===== src/rtl/reg_dump_sequencer_pkg.sv =====
// rtl/reg_dump_sequencer_pkg.sv - shared debug frame definitions: state encoding, byte width, framing bytes
package reg_dump_sequencer_pkg;

   localparam int         BYTE_W          = 8;
   localparam logic [7:0] HEADER_DEFAULT  = 8'hA5;
   localparam logic [7:0] TRAILER_DEFAULT = 8'h5A;

   typedef enum logic [2:0] {
      ST_IDLE,
      ST_HDR,
      ST_ADDR,
      ST_WAIT,
      ST_BYTES,
      ST_TRL,
      ST_DONE
   } dump_state_t;

endpackage


===== src/rtl/reg_dump_sequencer.sv =====
// rtl/reg_dump_sequencer.sv - dumps the register bank to the UART TX FIFO as a framed byte stream
module reg_dump_sequencer
   import reg_dump_sequencer_pkg::*;
#(
   parameter int                NUM_REGS = 32,
   parameter logic [BYTE_W-1:0] HEADER   = HEADER_DEFAULT,
   parameter logic [BYTE_W-1:0] TRAILER  = TRAILER_DEFAULT
) (
   input  logic              clock,
   input  logic              reset,
   input  logic              start,
   input  logic              abort,
   output logic [4:0]        readAddr,
   input  logic [31:0]       readData,
   input  logic              fifoFull,
   output logic [BYTE_W-1:0] fifoData,
   output logic              fifoWrite,
   output logic              busy,
   output logic              done
);

   localparam logic [4:0] LAST_ADDR = 5'(NUM_REGS - 1);

   dump_state_t state;
   logic [1:0]  byte_idx;
   logic [31:0] shreg;

   always_ff @(posedge clock) begin
      if (reset) begin
         state     <= ST_IDLE;
         readAddr  <= '0;
         fifoData  <= '0;
         fifoWrite <= 1'b0;
         busy      <= 1'b0;
         done      <= 1'b0;
         byte_idx  <= '0;
         shreg     <= '0;
      end else begin
         fifoWrite <= 1'b0;
         done      <= 1'b0;
         if (abort && state != ST_IDLE) begin
            state <= ST_IDLE;
            busy  <= 1'b0;
         end else begin
            case (state)
               ST_IDLE: begin
                  if (start && !abort) begin
                     state    <= ST_HDR;
                     busy     <= 1'b1;
                     readAddr <= '0;
                  end
               end
               ST_HDR: begin
                  if (!fifoFull) begin
                     fifoData  <= HEADER;
                     fifoWrite <= 1'b1;
                     state     <= ST_ADDR;
                  end
               end
               // readAddr is already stable here; this cycle covers the bank latency
               ST_ADDR: state <= ST_WAIT;
               ST_WAIT: begin
                  shreg    <= readData;
                  byte_idx <= 2'd3;
                  state    <= ST_BYTES;
               end
               ST_BYTES: begin
                  if (!fifoFull) begin
                     fifoData  <= shreg[31:24];
                     fifoWrite <= 1'b1;
                     shreg     <= {shreg[23:0], 8'h00};
                     byte_idx  <= byte_idx - 2'd1;
                     if (byte_idx == 2'd0) begin
                        if (readAddr == LAST_ADDR) begin
                           state <= ST_TRL;
                        end else begin
                           readAddr <= readAddr + 5'd1;
                           state    <= ST_ADDR;
                        end
                     end
                  end
               end
               ST_TRL: begin
                  if (!fifoFull) begin
                     fifoData  <= TRAILER;
                     fifoWrite <= 1'b1;
                     state     <= ST_DONE;
                  end
               end
               ST_DONE: begin
                  done  <= 1'b1;
                  busy  <= 1'b0;
                  state <= ST_IDLE;
               end
               default: state <= ST_IDLE;
            endcase
         end
      end
   end

endmodule


===== config.mk =====
export PLATFORM = sky130hd
export DESIGN_NAME = reg_dump_sequencer
export DESIGN_NICKNAME = d
export VERILOG_FILES = /design/src/rtl/reg_dump_sequencer_pkg.sv /design/src/rtl/reg_dump_sequencer.sv
export SDC_FILE = /design/constraint.sdc
export NUM_CORES = 1
export LEC_CHECK = 0
export CAP_MARGIN = 10
export CORE_UTILIZATION = 26
export DETAILED_ROUTE_END_ITERATION = 10
export GPL_TIMING_DRIVEN = 1
export PLACE_DENSITY = 0.58
export SLEW_MARGIN = 20
export SYNTH_ARGS = -nofsm -noshare
export SYNTH_HDL_FRONTEND = slang
export SYNTH_SLANG_ARGS = --single-unit

===== constraint.sdc =====
create_clock -name clock -period 2.3 [get_ports clock]
set_input_delay 0.46 -clock clock [delete_from_list [all_inputs] [get_ports clock]]
set_output_delay 0.46 -clock clock [all_outputs]
set_load 0.03 [all_outputs]

==> run_summary.xml <==
<?xml version="1.0" encoding="UTF-8"?>
<metrics>
  <group name="grt">
    <metric name="grt_use_total" unit="%">13.0</metric>
    <metric name="wire_length_of_the_first_global_routing_pass" unit="mm">10.6</metric>
    <metric name="grt_antenna_before_repair" unit="">0</metric>
    <metric name="grt_pass1_vias" unit="">2128</metric>
    <metric name="grt_overflow" unit="">0</metric>
    <metric name="grt_max_degree" unit="">35</metric>
  </group>
  <group name="clock_network">
    <metric name="worstSkewPairLatency" unit="ps">310</metric>
    <metric name="hold_fix_buffers_at_cts" unit="">0</metric>
    <metric name="cts-resized-gates" unit="">0</metric>
    <metric name="numCtsBuffers" unit="">5</metric>
    <metric name="cts.reportedPaths.clkPinSlew" unit="ps">100</metric>
    <metric name="clockBufferDepth" unit="">2</metric>
    <metric name="cts_max_level" unit="">2</metric>
    <metric name="tritoncts" unit="">done</metric>
    <metric name="clkSinkCount" unit="">53</metric>
    <metric name="cts_setup_buffers" unit="">0</metric>
    <metric name="cts_root_buffer" unit="">clkbuf_8</metric>
  </group>
  <group name="detailed_routing">
    <metric name="routed_wl" unit="mm">6.50</metric>
    <metric name="highest_metal_used" unit="">met4</metric>
    <metric name="met3_wirelength" unit="um">303</metric>
    <metric name="drt_iter0_markers" unit="">123</metric>
    <metric name="detailroute.via_count" unit="">2188</metric>
    <metric name="drt_drc_violations_left" unit="">0</metric>
    <metric name="route.antenna.remaining_nets" unit="">0</metric>
    <metric name="drt_first_pass_iters" unit="">4</metric>
    <metric name="wl_met1" unit="mm">3.03</metric>
    <metric name="met2RoutedLength" unit="mm">3.08</metric>
    <metric name="viasPerCell" unit="">4.93</metric>
    <metric name="post_drt_wl_per_cell" unit="um">14.6</metric>
  </group>
  <group name="floorplanning">
    <metric name="floorplan.initialDensity" unit="%">26.7</metric>
    <metric name="core.rowCount" unit="">36</metric>
    <metric name="die_extent_in_y" unit="um">102</metric>
    <metric name="die_area" unit="um2">10400</metric>
    <metric name="core_area" unit="um2">9730</metric>
    <metric name="io_pins" unit="">53</metric>
    <metric name="die_w" unit="um">102</metric>
  </group>
  <group name="sta">
    <metric name="final-setup-viol-count" unit="">0</metric>
    <metric name="period_minus_slack" unit="ps">1990</metric>
    <metric name="worst_slew_margin_rel" unit="%">37.7</metric>
    <metric name="min_period_over_period" unit="%">86.4</metric>
    <metric name="fin_setup_tns" unit="ps">0</metric>
    <metric name="rsz0062_at_grt" unit="">no</metric>
    <metric name="report.final.hold_viol_count" unit="">0</metric>
    <metric name="clock.fmax" unit="MHz">503</metric>
    <metric name="fin_skew" unit="ps">8.10</metric>
    <metric name="timing_max_transition_violations_final" unit="">0</metric>
    <metric name="fin_ws" unit="ps">313</metric>
    <metric name="worst-slew-pin-transition" unit="ps">927</metric>
  </group>
  <group name="logic_synthesis">
    <metric name="synth.top_cells.by_count" unit="">dfxtp_1, nor2_1, mux2i_1</metric>
    <metric name="synthesis.instances" unit="">262</metric>
    <metric name="netlist_top_cells_area" unit="">dfxtp_1, a221oi_2, mux2i_1, nor2_1, a32o_1</metric>
    <metric name="synth_top_area_share" unit="%">40.8</metric>
    <metric name="synth-warning-count" unit="">0</metric>
    <metric name="dominant_cell_by_count_in_the_synthesized_netlist" unit="">dfxtp_1</metric>
    <metric name="yosys.area.top_type" unit="">dfxtp_1</metric>
    <metric name="synth-seq-area-share" unit="%">40.8</metric>
    <metric name="synthArstFlopShare" unit="%">0</metric>
    <metric name="yosysUniqueCellTypes" unit="">45</metric>
    <metric name="syn_area_per_cell" unit="um2">9.93</metric>
    <metric name="count_of_state_elements_after_synthesis" unit="">53</metric>
    <metric name="post_synth_top_flop" unit="">dfxtp_1</metric>
    <metric name="synthesis.area" unit="um2">2600</metric>
    <metric name="synth-edff-count" unit="">0</metric>
    <metric name="synth.net_count" unit="">302</metric>
  </group>
  <group name="status">
    <metric name="result_of_the_run" unit="">complete, no violations</metric>
  </group>
  <group name="layout">
    <metric name="fraction_of_layout_cells_with_a_size_suffix_above_1" unit="%">16.4</metric>
    <metric name="insertedDiodeCount" unit="">0</metric>
    <metric name="layout-area-overhead-vs-synth" unit="%">30.7</metric>
    <metric name="final_net_count" unit="">350</metric>
  </group>
  <group name="critical_path">
    <metric name="r2r-start" unit="">state[2]$_SDFFE_PP0P_</metric>
    <metric name="rrSetupSlack" unit="ps">390</metric>
    <metric name="startpoint" unit="">abort</metric>
    <metric name="worstReg2RegEnd" unit="">shreg[8]$_SDFFE_PP0P_</metric>
    <metric name="critPathKind" unit="">primary input to flip-flop</metric>
    <metric name="worstPathArrival" unit="ps">2230</metric>
    <metric name="required" unit="ps">2550</metric>
    <metric name="reg2regPathDepth" unit="">3</metric>
    <metric name="start_kind" unit="">primary input</metric>
    <metric name="crit_path_end_kind" unit="">flip-flop</metric>
    <metric name="critical_path_peak_fanout" unit="">8</metric>
  </group>
  <group name="hold_path">
    <metric name="timing.hold.worst_path_depth" unit="">2</metric>
    <metric name="worst_hold_path.endpoint" unit="">byte_idx[1]$_SDFFE_PP0P_</metric>
    <metric name="hold_start" unit="">byte_idx[1]$_SDFFE_PP0P_</metric>
    <metric name="hold_path_class" unit="">flip-flop to flip-flop</metric>
  </group>
  <group name="job">
    <metric name="maxCapViolCount" unit="">0</metric>
  </group>
  <group name="power_and_ir_drop">
    <metric name="p_leak" unit="nW">1.10</metric>
    <metric name="worst_supply_voltage_drop_on_vdd" unit="V">0.000245</metric>
    <metric name="power.density" unit="nW/um2">543</metric>
  </group>
  <group name="place">
    <metric name="detailedPlacementHpwl" unit="mm">4.57</metric>
    <metric name="place.port_buffers" unit="">52</metric>
    <metric name="place_congestion" unit="">0.748</metric>
    <metric name="setup_slack_at_placement" unit="ps">16.9</metric>
  </group>
</metrics>
==> state kept, by name (all words and copies together) (netlist names) <==
register	cells
readAddr	5
done	1
byte_idx	2
busy	1
fifoWrite	1
shreg	32
state	3
fifoData	8
==> layout by cell type (no fill, tap or decap), types with 2 or more instances in the layout <==
cell type	n
clkbuf_8	5
a32o_1	8
nand3_1	6
nor2_1	28
a21o_1	2
nor2b_1	4
clkdlybuf4s50_1	51
or4_1	2
mux2i_1	26
nor3_1	14
inv_1	7
o21ai_0	5
buf_4	11
ha_1	3
a211oi_1	5
buf_12	3
or2_2	2
or3_1	2
nand2_1	6
a21oi_1	13
o22ai_1	2
dfxtp_1	53
a221oi_1	8
nor4_1	2
a221oi_2	20
==> how the worst max path moves through the flow <==
stage / cells past startpoint / end
floorplan: 6 / shreg[20]$_SDFFE_PP0P_
global placement: 4 / shreg[3]$_SDFFE_PP0P_
detailed placement: 4 / shreg[3]$_SDFFE_PP0P_
CTS: 4 / shreg[3]$_SDFFE_PP0P_
global route: 4 / shreg[5]$_SDFFE_PP0P_
finish: 4 / shreg[3]$_SDFFE_PP0P_
==> layer usage <==
layer,GRT usage [%],vias up
met5,0,-
met4,4.18,0
met3,3.01,10
met2,20.0,52
met1,18.1,1036
li1,-,1090
==> critical path, cell delays in order <==
cell and delay [ps]:
clkdlybuf4s50_1 560, buf_4 220, nor3_1 760, a32o_1 230
==> per-stage QoR <==
step           hold slack [ps]  total power [W]  util [%]  instances  cell area (um2)
2_1_floorplan              456          0.00118         -        262             2600
3_3_place_gp               470          0.00132      34.0        436             3310
3_5_place_dp               475          0.00132      34.0        436             3310
4_1_cts                    490          0.00187      35.0        444             3400
5_1_grt                    520          0.00194      35.0        444             3400
6_report                   482          0.00185      35.0        444             3400
==> cell families after synthesis <==
| family | synth area share [%] |
|---|---|
| xor gates and xnor gates | 0.674 |
| and+or+nand+nor | 16.4 |
| buffers and inverters | 6.20 |
| AOI/OAI and AO/OA | 24.5 |
| adders and majority gates | 1.44 |
| muxes | 10.0 |
| DFF | 40.8 |
==> power by group <==
group          switching (W)  internal (W)
logic               0.000174      0.000164
registers          0.0000176      0.000944
clock network       0.000328      0.000217
total               0.000520       0.00133
==> layout make-up <==
class / instances / area [um2]
clock buffers: 5 / 68.8
repair buffers: 66 / 658
flip-flops and latches: 53 / 1060
fillers: 1031 / 6330
clock inverters: 3 / 21.3
multi-input cells: 177 / 1400
well taps: 133 / 166
inverters: 7 / 26.3
(Power assumes the default switching activity.)
